==> src/rtl/id_ex_stage_pkg.sv <==
// Shared CPU definitions: ALU opcode fields and operand forward-select encoding.
package id_ex_stage_pkg;

    // aluc[2:0] selects the result; aluc[3] picks the alternate form; aluc[4] marks arithmetic shift.
    localparam logic [2:0] ALUC_SEL_ADD = 3'd0;
    localparam logic [2:0] ALUC_SEL_AND = 3'd1;
    localparam logic [2:0] ALUC_SEL_XOR = 3'd2;
    localparam logic [2:0] ALUC_SEL_SLL = 3'd3;
    localparam logic [2:0] ALUC_SEL_SRL = 3'd4;
    localparam logic [2:0] ALUC_SEL_SLT = 3'd5;
    localparam logic [2:0] ALUC_SEL_LUI = 3'd6;
    localparam int unsigned ALUC_BIT_ALT   = 3;
    localparam int unsigned ALUC_BIT_ARITH = 4;

    localparam logic [5:0] ALUC_ADD = 6'b00_0000;
    localparam logic [5:0] ALUC_SUB = 6'b00_1000;
    localparam logic [5:0] ALUC_AND = 6'b00_0001;
    localparam logic [5:0] ALUC_OR  = 6'b00_1001;
    localparam logic [5:0] ALUC_SRA = 6'b01_1100;

    typedef enum logic [1:0] {
        FWD_RF  = 2'b00,
        FWD_EXM = 2'b01,
        FWD_MWB = 2'b10
    } fwd_sel_e;

endpackage

==> src/rtl/id_ex_stage_fwd_unit.sv <==
// Forward-select for one source operand; EX/MEM beats MEM/WB, loads and x0 never forward.
module fwd_unit
    import id_ex_stage_pkg::*;
#(
    parameter int unsigned REG_AW = 5
) (
    input  logic [REG_AW-1:0] rs_i,
    input  logic [REG_AW-1:0] exm_rd_i,
    input  logic              exm_wreg_i,
    input  logic              exm_m2reg_i,
    input  logic [REG_AW-1:0] mwb_rd_i,
    input  logic              mwb_wreg_i,
    output fwd_sel_e          sel_o
);

    always_comb begin
        sel_o = FWD_RF;
        if (exm_wreg_i && !exm_m2reg_i && (exm_rd_i != '0) && (exm_rd_i == rs_i)) begin
            sel_o = FWD_EXM;
        end else if (mwb_wreg_i && (mwb_rd_i != '0) && (mwb_rd_i == rs_i)) begin
            sel_o = FWD_MWB;
        end
    end

endmodule

==> src/rtl/id_ex_stage.sv <==
// ID/EX pipeline register: operand forwarding, load-use bubble insertion, flush and hold.
module id_ex_stage
    import id_ex_stage_pkg::*;
#(
    parameter int unsigned     XLEN     = 32,
    parameter int unsigned     REG_AW   = 5,
    parameter logic [XLEN-1:0] RESET_PC = 32'h0000_0000
) (
    input  logic              clk,
    input  logic              rst_n,
    input  logic              id_valid,
    input  logic [XLEN-1:0]   id_pc,
    input  logic [XLEN-1:0]   id_rs1_data,
    input  logic [XLEN-1:0]   id_rs2_data,
    input  logic [XLEN-1:0]   id_imm,
    input  logic [REG_AW-1:0] id_rs1,
    input  logic [REG_AW-1:0] id_rs2,
    input  logic [REG_AW-1:0] id_rd,
    input  logic [5:0]        id_aluc,
    input  logic              id_asel,
    input  logic              id_bsel,
    input  logic              id_wreg,
    input  logic              id_m2reg,
    input  logic              id_wmem,
    input  logic              id_use_rs1,
    input  logic              id_use_rs2,
    input  logic              flush,
    input  logic              hold,
    input  logic [REG_AW-1:0] exm_rd,
    input  logic              exm_wreg,
    input  logic              exm_m2reg,
    input  logic [XLEN-1:0]   exm_result,
    input  logic [REG_AW-1:0] mwb_rd,
    input  logic              mwb_wreg,
    input  logic [XLEN-1:0]   mwb_data,
    output logic              stall_id,
    output logic              ex_valid,
    output logic [XLEN-1:0]   alu_a,
    output logic [XLEN-1:0]   alu_b,
    output logic [5:0]        alu_aluc,
    output logic [XLEN-1:0]   ex_store_data,
    output logic [REG_AW-1:0] ex_rd,
    output logic              ex_wreg,
    output logic              ex_m2reg,
    output logic              ex_wmem,
    output logic [XLEN-1:0]   ex_pc
);

    logic              valid_q, valid_d;
    logic [XLEN-1:0]   pc_q, pc_d, rs1_data_q, rs1_data_d, rs2_data_q, rs2_data_d, imm_q, imm_d;
    logic [REG_AW-1:0] rs1_q, rs1_d, rs2_q, rs2_d, rd_q, rd_d;
    logic [5:0]        aluc_q, aluc_d;
    logic              asel_q, asel_d, bsel_q, bsel_d;
    logic              wreg_q, wreg_d, m2reg_q, m2reg_d, wmem_q, wmem_d;
    logic              luse;
    fwd_sel_e          sel_rs1, sel_rs2;
    logic [XLEN-1:0]   fwd_rs1, fwd_rs2;

    assign luse = valid_q && m2reg_q && (rd_q != '0) && id_valid &&
                  ((id_use_rs1 && (id_rs1 == rd_q)) || (id_use_rs2 && (id_rs2 == rd_q)));
    // rst_n gating keeps decode free-running while the stage is held in reset.
    assign stall_id = (luse || hold) && !flush && rst_n;

    always_comb begin
        valid_d    = valid_q;
        pc_d       = pc_q;
        rs1_data_d = rs1_data_q;
        rs2_data_d = rs2_data_q;
        imm_d      = imm_q;
        rs1_d      = rs1_q;
        rs2_d      = rs2_q;
        rd_d       = rd_q;
        aluc_d     = aluc_q;
        asel_d     = asel_q;
        bsel_d     = bsel_q;
        wreg_d     = wreg_q;
        m2reg_d    = m2reg_q;
        wmem_d     = wmem_q;
        if (flush || (!hold && luse)) begin
            valid_d = 1'b0;
            wreg_d  = 1'b0;
            m2reg_d = 1'b0;
            wmem_d  = 1'b0;
        end else if (!hold) begin
            valid_d    = id_valid;
            pc_d       = id_pc;
            rs1_data_d = id_rs1_data;
            rs2_data_d = id_rs2_data;
            imm_d      = id_imm;
            rs1_d      = id_rs1;
            rs2_d      = id_rs2;
            rd_d       = id_rd;
            aluc_d     = id_aluc;
            asel_d     = id_asel;
            bsel_d     = id_bsel;
            wreg_d     = id_wreg  && id_valid;
            m2reg_d    = id_m2reg && id_valid;
            wmem_d     = id_wmem  && id_valid;
        end
    end

    always_ff @(posedge clk or negedge rst_n) begin
        if (!rst_n) begin
            valid_q    <= 1'b0;
            pc_q       <= RESET_PC;
            rs1_data_q <= '0;
            rs2_data_q <= '0;
            imm_q      <= '0;
            rs1_q      <= '0;
            rs2_q      <= '0;
            rd_q       <= '0;
            aluc_q     <= '0;
            asel_q     <= 1'b0;
            bsel_q     <= 1'b0;
            wreg_q     <= 1'b0;
            m2reg_q    <= 1'b0;
            wmem_q     <= 1'b0;
        end else begin
            valid_q    <= valid_d;
            pc_q       <= pc_d;
            rs1_data_q <= rs1_data_d;
            rs2_data_q <= rs2_data_d;
            imm_q      <= imm_d;
            rs1_q      <= rs1_d;
            rs2_q      <= rs2_d;
            rd_q       <= rd_d;
            aluc_q     <= aluc_d;
            asel_q     <= asel_d;
            bsel_q     <= bsel_d;
            wreg_q     <= wreg_d;
            m2reg_q    <= m2reg_d;
            wmem_q     <= wmem_d;
        end
    end

    fwd_unit #(.REG_AW(REG_AW)) u_fwd_rs1 (
        .rs_i(rs1_q), .exm_rd_i(exm_rd), .exm_wreg_i(exm_wreg), .exm_m2reg_i(exm_m2reg),
        .mwb_rd_i(mwb_rd), .mwb_wreg_i(mwb_wreg), .sel_o(sel_rs1)
    );

    fwd_unit #(.REG_AW(REG_AW)) u_fwd_rs2 (
        .rs_i(rs2_q), .exm_rd_i(exm_rd), .exm_wreg_i(exm_wreg), .exm_m2reg_i(exm_m2reg),
        .mwb_rd_i(mwb_rd), .mwb_wreg_i(mwb_wreg), .sel_o(sel_rs2)
    );

    always_comb begin
        unique case (sel_rs1)
            FWD_EXM: fwd_rs1 = exm_result;
            FWD_MWB: fwd_rs1 = mwb_data;
            default: fwd_rs1 = rs1_data_q;
        endcase
        unique case (sel_rs2)
            FWD_EXM: fwd_rs2 = exm_result;
            FWD_MWB: fwd_rs2 = mwb_data;
            default: fwd_rs2 = rs2_data_q;
        endcase
    end

    assign alu_a         = asel_q ? pc_q : fwd_rs1;
    assign alu_b         = bsel_q ? imm_q : fwd_rs2;
    assign alu_aluc      = aluc_q;
    assign ex_store_data = fwd_rs2;
    assign ex_rd         = rd_q;
    assign ex_pc         = pc_q;
    assign ex_valid      = valid_q;
    assign ex_wreg       = wreg_q  && valid_q;
    assign ex_m2reg      = m2reg_q && valid_q;
    assign ex_wmem       = wmem_q  && valid_q;

endmodule

==> config.mk <==
export PLATFORM = sky130hd
export DESIGN_NAME = id_ex_stage
export DESIGN_NICKNAME = d
export VERILOG_FILES = /design/src/rtl/id_ex_stage_pkg.sv /design/src/rtl/id_ex_stage_fwd_unit.sv /design/src/rtl/id_ex_stage.sv
export SDC_FILE = /design/constraint.sdc
export NUM_CORES = 1
export LEC_CHECK = 0
export CORE_AREA = 2 2 147 149
export DETAILED_ROUTE_END_ITERATION = 16
export DIE_AREA = 0 0 149 151
export GPL_TIMING_DRIVEN = 0
export PLACE_DENSITY = 0.8
export SYNTH_ARGS = -nofsm -noshare
export SYNTH_HDL_FRONTEND = slang
export SYNTH_SLANG_ARGS = --single-unit
==> constraint.sdc <==
create_clock -name clk -period 8 [get_ports clk]
set_input_delay 2 -clock clk [delete_from_list [all_inputs] [get_ports clk]]
set_output_delay 2 -clock clk [all_outputs]
set_load 0.1 [all_outputs]
# == Word level (Yosys, flattened, before mapping) ==
# Cells that the tools add are included.
# totals
reg_bits,155
input_bits,238
out_inout_bits,144
wordCells,74
# classes
n_eq_ne,11
mux,16
bitwise_logic,2
n_reduce_logical,31
# ops
op,n
$pmux 32 s2,2
$mux 32,2
$eq 5x5->1,6
$logic_and 1x1->1,21
$reduce_bool 5->1,3
$mux 1,8
$mux 2,4
$eq 2x1->1 const B,2
$eq 2x2->1 const B,2
$logic_not 1->1,3
$logic_or 1x1->1,3
$ne 2x1->1 const B,1
$not 1->1,2
$reduce_and 2->1,1

# == Longest topological paths before layout ==
# logic_depth
ltp_word,8
mapped_depth,8

# == Modules after synthesis ==
# Synthesis repeated with hierarchy kept, for this count alone.
# unflattened
hier_cells,728
hier_area_um2,8152.8
# modules_own_cells
module,n_inst,cells_per_inst,area_per_inst_um2,seq_area_each_um2
id_ex_stage,1,686,7830.0,3878.7
fwd_unit,2,21,161.4,0.0

# == Worst setup path before layout ==
# No wires, ideal clock.
# synth_timing
path_kind,in2out
startpoint,in exm_m2reg
endpoint,out alu_b[3]
arrival_ns,5.646
setup_slack_ns,0.354
stages,8
n_path_buf,3
cell_sequence,nand2b_1 -> or4_1 -> clkbuf_1 -> or2_1 -> clkbuf_1 -> buf_2 -> a31oi_1 -> mux2_2
# synth_between
elab_chain_len,8
elab_cells_between_ends,9
cone_classes,eq/ne: 2; mux: 3; reduce/logical: 4
# synth_lines
element,line_no,rtl
start: declaration,id_ex_stage.sv:31,"input logic exm_m2reg,"
$logic_not 1->1 *,id_ex_stage_fwd_unit.sv:18,if (exm_wreg_i && !exm_m2reg_i && (exm_rd_i != '0) && (exm_rd_i == rs_i)) begin
$logic_and 1x1->1 * (3 in a row),id_ex_stage_fwd_unit.sv:18,
$mux 2 *,id_ex_stage_fwd_unit.sv:18,
$eq 2x2->1 / $eq 2x1->1 (equally long branches),id_ex_stage.sv:152,unique case (sel_rs2)
$pmux 32 s2 *,id_ex_stage.sv:152,
net ex_store_data[3],id_ex_stage.sv:41,"output logic [XLEN-1:0] ex_store_data,"
$mux 32 *,id_ex_stage.sv:160,assign alu_b = bsel_q ? imm_q : fwd_rs2;
end: declaration,id_ex_stage.sv:39,"output logic [XLEN-1:0] alu_b,"
# Mark *: on every way through the listed nets, which the timed path passes. The rest lies on a longest branch.

# == Worst setup path after layout ==
# layout_timing
startpoint,in exm_rd[0]
endpoint,out alu_a[18]
# layout_between
elab_chain_len,7
elab_cells_between_ends,9
cone_classes,eq/ne: 3; mux: 3; reduce/logical: 3
# layout_lines
element,line_no,rtl
start: declaration,id_ex_stage.sv:29,"input logic [REG_AW-1:0] exm_rd,"
$reduce_bool 5->1,id_ex_stage_fwd_unit.sv:18,
$logic_and 1x1->1,id_ex_stage_fwd_unit.sv:18,
$logic_and 1x1->1 *,id_ex_stage_fwd_unit.sv:18,
$mux 2 *,id_ex_stage_fwd_unit.sv:18,
$eq 2x2->1 / $eq 2x1->1 (equally long branches),id_ex_stage.sv:147,unique case (sel_rs1)
$pmux 32 s2 *,id_ex_stage.sv:147,
$mux 32 *,id_ex_stage.sv:159,assign alu_a = asel_q ? pc_q : fwd_rs1;
end: declaration,id_ex_stage.sv:38,"output logic [XLEN-1:0] alu_a,"
# Every way passes the cells marked *; elsewhere a longest branch is shown, timed or not.

==> flow_summary.json <==
{
  "power_leakage_nw": 5.29,
  "synth.most_common_cell": "dfrtp_1",
  "p_seq_share_pct": 26.4,
  "rsz0062_at_grt": "false",
  "clk_pin_slew_worst_paths_ns": 0.07,
  "hp-class": "reg2reg",
  "p_sw_share_pct": 49.4,
  "post-cts-setup-buffers": 0,
  "cts_max_level": 4,
  "vias_per_cell": 5.58,
  "multi_input_area_um2": 4190,
  "dieArea_um2": 22500,
  "ys_warn_count": 0,
  "period_share_pct": 99.0,
  "dpl.hpwl_um": 25300,
  "numPlacedInstances": 1386,
  "syn_area_um2": 8360,
  "dpl-instance-area_um2": 12500,
  "cts_sinks": 155,
  "p_int_mw": 1.87,
  "critPathKind": "in2out",
  "ys.flop_type": "dfrtp_1",
  "max_cap_viol_count": 0,
  "syn_avg_cell_area_um2": 11.5,
  "relSlewSlack_pct": 29.5,
  "cp_top_family": "buffers and inverters",
  "rows": 53,
  "finalSetupViolCount": 0,
  "fin_worst_skew_ns": 0.0129,
  "layout.nets": 1368,
  "start_util_pct": 40.1,
  "ant_nets": 0,
  "place.gp.congestion": 0.808,
  "grt_use_total_pct": 29.3,
  "synthTopCellsByArea": "dfrtp_1, mux2_1, mux2_2",
  "finalCriticalPeriod_ns": 7.92,
  "grt_pass1_wl_um": 49100,
  "cp.required_ns": 6.00,
  "grt_pass1_vias": 8565,
  "wl_um": 33300,
  "design_area_um2": 13200,
  "path_cells": "clkdlybuf4s50_1 > or4_1 > o211ai_1 > or4_1 > clkbuf_1 > clkbuf_1 > o22ai_1 > a21oi_1 > clkdlybuf4s50_1",
  "cts_buffers": 17,
  "die_w_um": 149,
  "cts_max_path_buffers": 2,
  "arrival_ns": 5.92,
  "syn_inst": 729,
  "power.switching_mw": 1.83,
  "grt_max_degree": 98,
  "drt_pass1_iterations": 4,
  "async_reset_ff_share_pct": 100,
  "path_max_fanout": 10,
  "maxSlewViolCount": 0,
  "fmax_mhz": 126,
  "powerDensity_nw_per_um2": 280,
  "p_comb_share_pct": 51.7,
  "drive_above_1_share_pct": 12.8,
  "first_iter_violations": 387,
  "core_um2": 20800,
  "grt.overflow.total": 0,
  "path_buf_inv": 4,
  "antenna_found_initial": 0,
  "clk_latency_ns": 0.42,
  "wl_per_cell_um": 23.4,
  "outcome": "completed",
  "regArea_um2": 3880,
  "post-route-drc-count": 0,
  "yosysSeqAreaShare_pct": 46.4,
  "slowest_delay_ns": 1.17,
  "yosys_register_bits": 155,
  "final-hold-violation-count": 0,
  "clkPwrFrac_pct": 21.9,
  "synth.net_count": 967,
  "cts_tree": "done",
  "layout.cells.non_filler": 1419,
  "start_kind": "input port",
  "area_growth_pct": 57.7,
  "vias": 7916,
  "ys_top_cells_by_count": "dfrtp_1, mux2_1, mux2_2",
  "end_kind": "primary output",
  "worstMarginPinSlew_ns": 1.05,
  "synth_top_area_share_pct": 46.4,
  "synth-edff-count": 0,
  "dieHeight_um": 151,
  "fillerInstances": 1739,
  "cp_slowest_cell": "clkdlybuf4s50_1",
  "yosys.area.top_type": "dfrtp_1",
  "port_buffers": 381,
  "ir_worst_vdd_uv": 175,
  "io_pins": 382,
  "ys_types": 38,
  "root_buffer": "clkbuf_16"
}
## final timing paths
kind	startpoint	to	slack (ns)	depth (start not counted)
max	exm_rd[0]	alu_a[18]	0.08	9
min	imm_q[8]	imm_q[8]	0.49	1
max reg2reg	ex_rd[0]	asel_q	5.17	5
min reg2reg	imm_q[8]	imm_q[8]	0.49	1
max in group asynchronous	rst_n	rs2_data_q[4]	5.61	2
min in group asynchronous	rst_n	alu_aluc[3]	1.60	1
## registers in the layout, summed over array words and instances (netlist names)
signal      count
alu_aluc        6
asel_q          1
bsel_q          1
ex_pc          32
ex_rd           5
ex_valid        1
imm_q          32
m2reg_q         1
rs1_data_q     32
rs1_q           5
rs2_data_q     32
rs2_q           5
wmem_q          1
wreg_q          1
## layer usage
| layer | track usage (%) | vias up | share of wire, % |
|---|---|---|---|
| met2 | 51.8 | 395 | 50 |
| li1 | - | 3546 | - |
| met3 | 8.04 | 51 | 8.8 |
| met5 | 0 | - | 0 |
| met4 | 9.48 | 0 | 1.9 |
| met1 | 34.5 | 3924 | 39 |
## power groups by stage
stage,Clock (mW),Sequential (mW),Combinational [mW]
6_report,0.810,0.975,1.91
5_1_grt,0.860,0.989,1.97
4_1_cts,0.826,0.974,1.92
3_5_place_dp,0,0.989,1.91
3_3_place_gp,0,0.983,1.90
2_1_floorplan,0,1.20,1.14
## layout by cell type (no fill, tap or decap), drive strengths merged, types with 3 or more instances in the layout
master         Yosys  routed
clkdlybuf4s50      0     357
mux2             176     176
dfrtp            155     155
clkbuf            37      55
o22ai             33      33
a21oi             33      33
and3              32      32
o31ai             32      32
mux2i             32      32
xnor2             27      27
nor3              27      27
nand3             26      26
buf               24      26
a31oi             25      25
dlymetal6s2s       0      21
nor2              17      17
nand2             12      12
inv                3       9
a221oi             7       7
and2               4       4
nand4              4       4
or4                4       4
clkinvlp           0       4
xor2               3       3
a22o               3       3
clkinv             0       3
## cell families after synthesis
group | count (synthesis) | share of synthesized area, %
muxes | 208 | 27.5
AOI/OAI and AO/OA | 140 | 11.1
buffers and inverters | 64 | 3.50
xor gates and xnor gates | 30 | 3.14
DFF | 155 | 46.4
and+or+nand+nor | 132 | 8.32
## layout make-up
type,count,area share [%]
clock buffer,18,3.33
antenna,1,0.0190
inverter,3,0.0854
sequential,155,29.4
multi-input combinational,510,31.8
buffer,61,2.14
tap,275,2.61
timing repair buffer,382,29.6
clock inverter,14,1.03
## through the flow
step	util [%]	total power, mW	setup TNS [ns]	setup slack, ns	hold WS [ns]
2_1_floorplan	-	2.34	0	0.354	0.452
3_3_place_gp	60.1	2.88	-275.33	-3.51	0.462
3_5_place_dp	60.3	2.90	-0.345	-0.0951	0.473
4_1_cts	63.0	3.72	0	0.00475	0.489
5_1_grt	63.3	3.82	0	0.00376	0.503
6_report	63.3	3.69	0	0.0839	0.486
## timing repair
action / 4_1_cts / 5_1_grt
hold buffers: 0 / 0
endpoints found under the setup margin: 8 / 21
resized for setup: 3 / 21
hold endpoints to repair: 0 / 0
pin swaps: 0 / 0
Note: power is estimated with default switching activity, not from simulation.
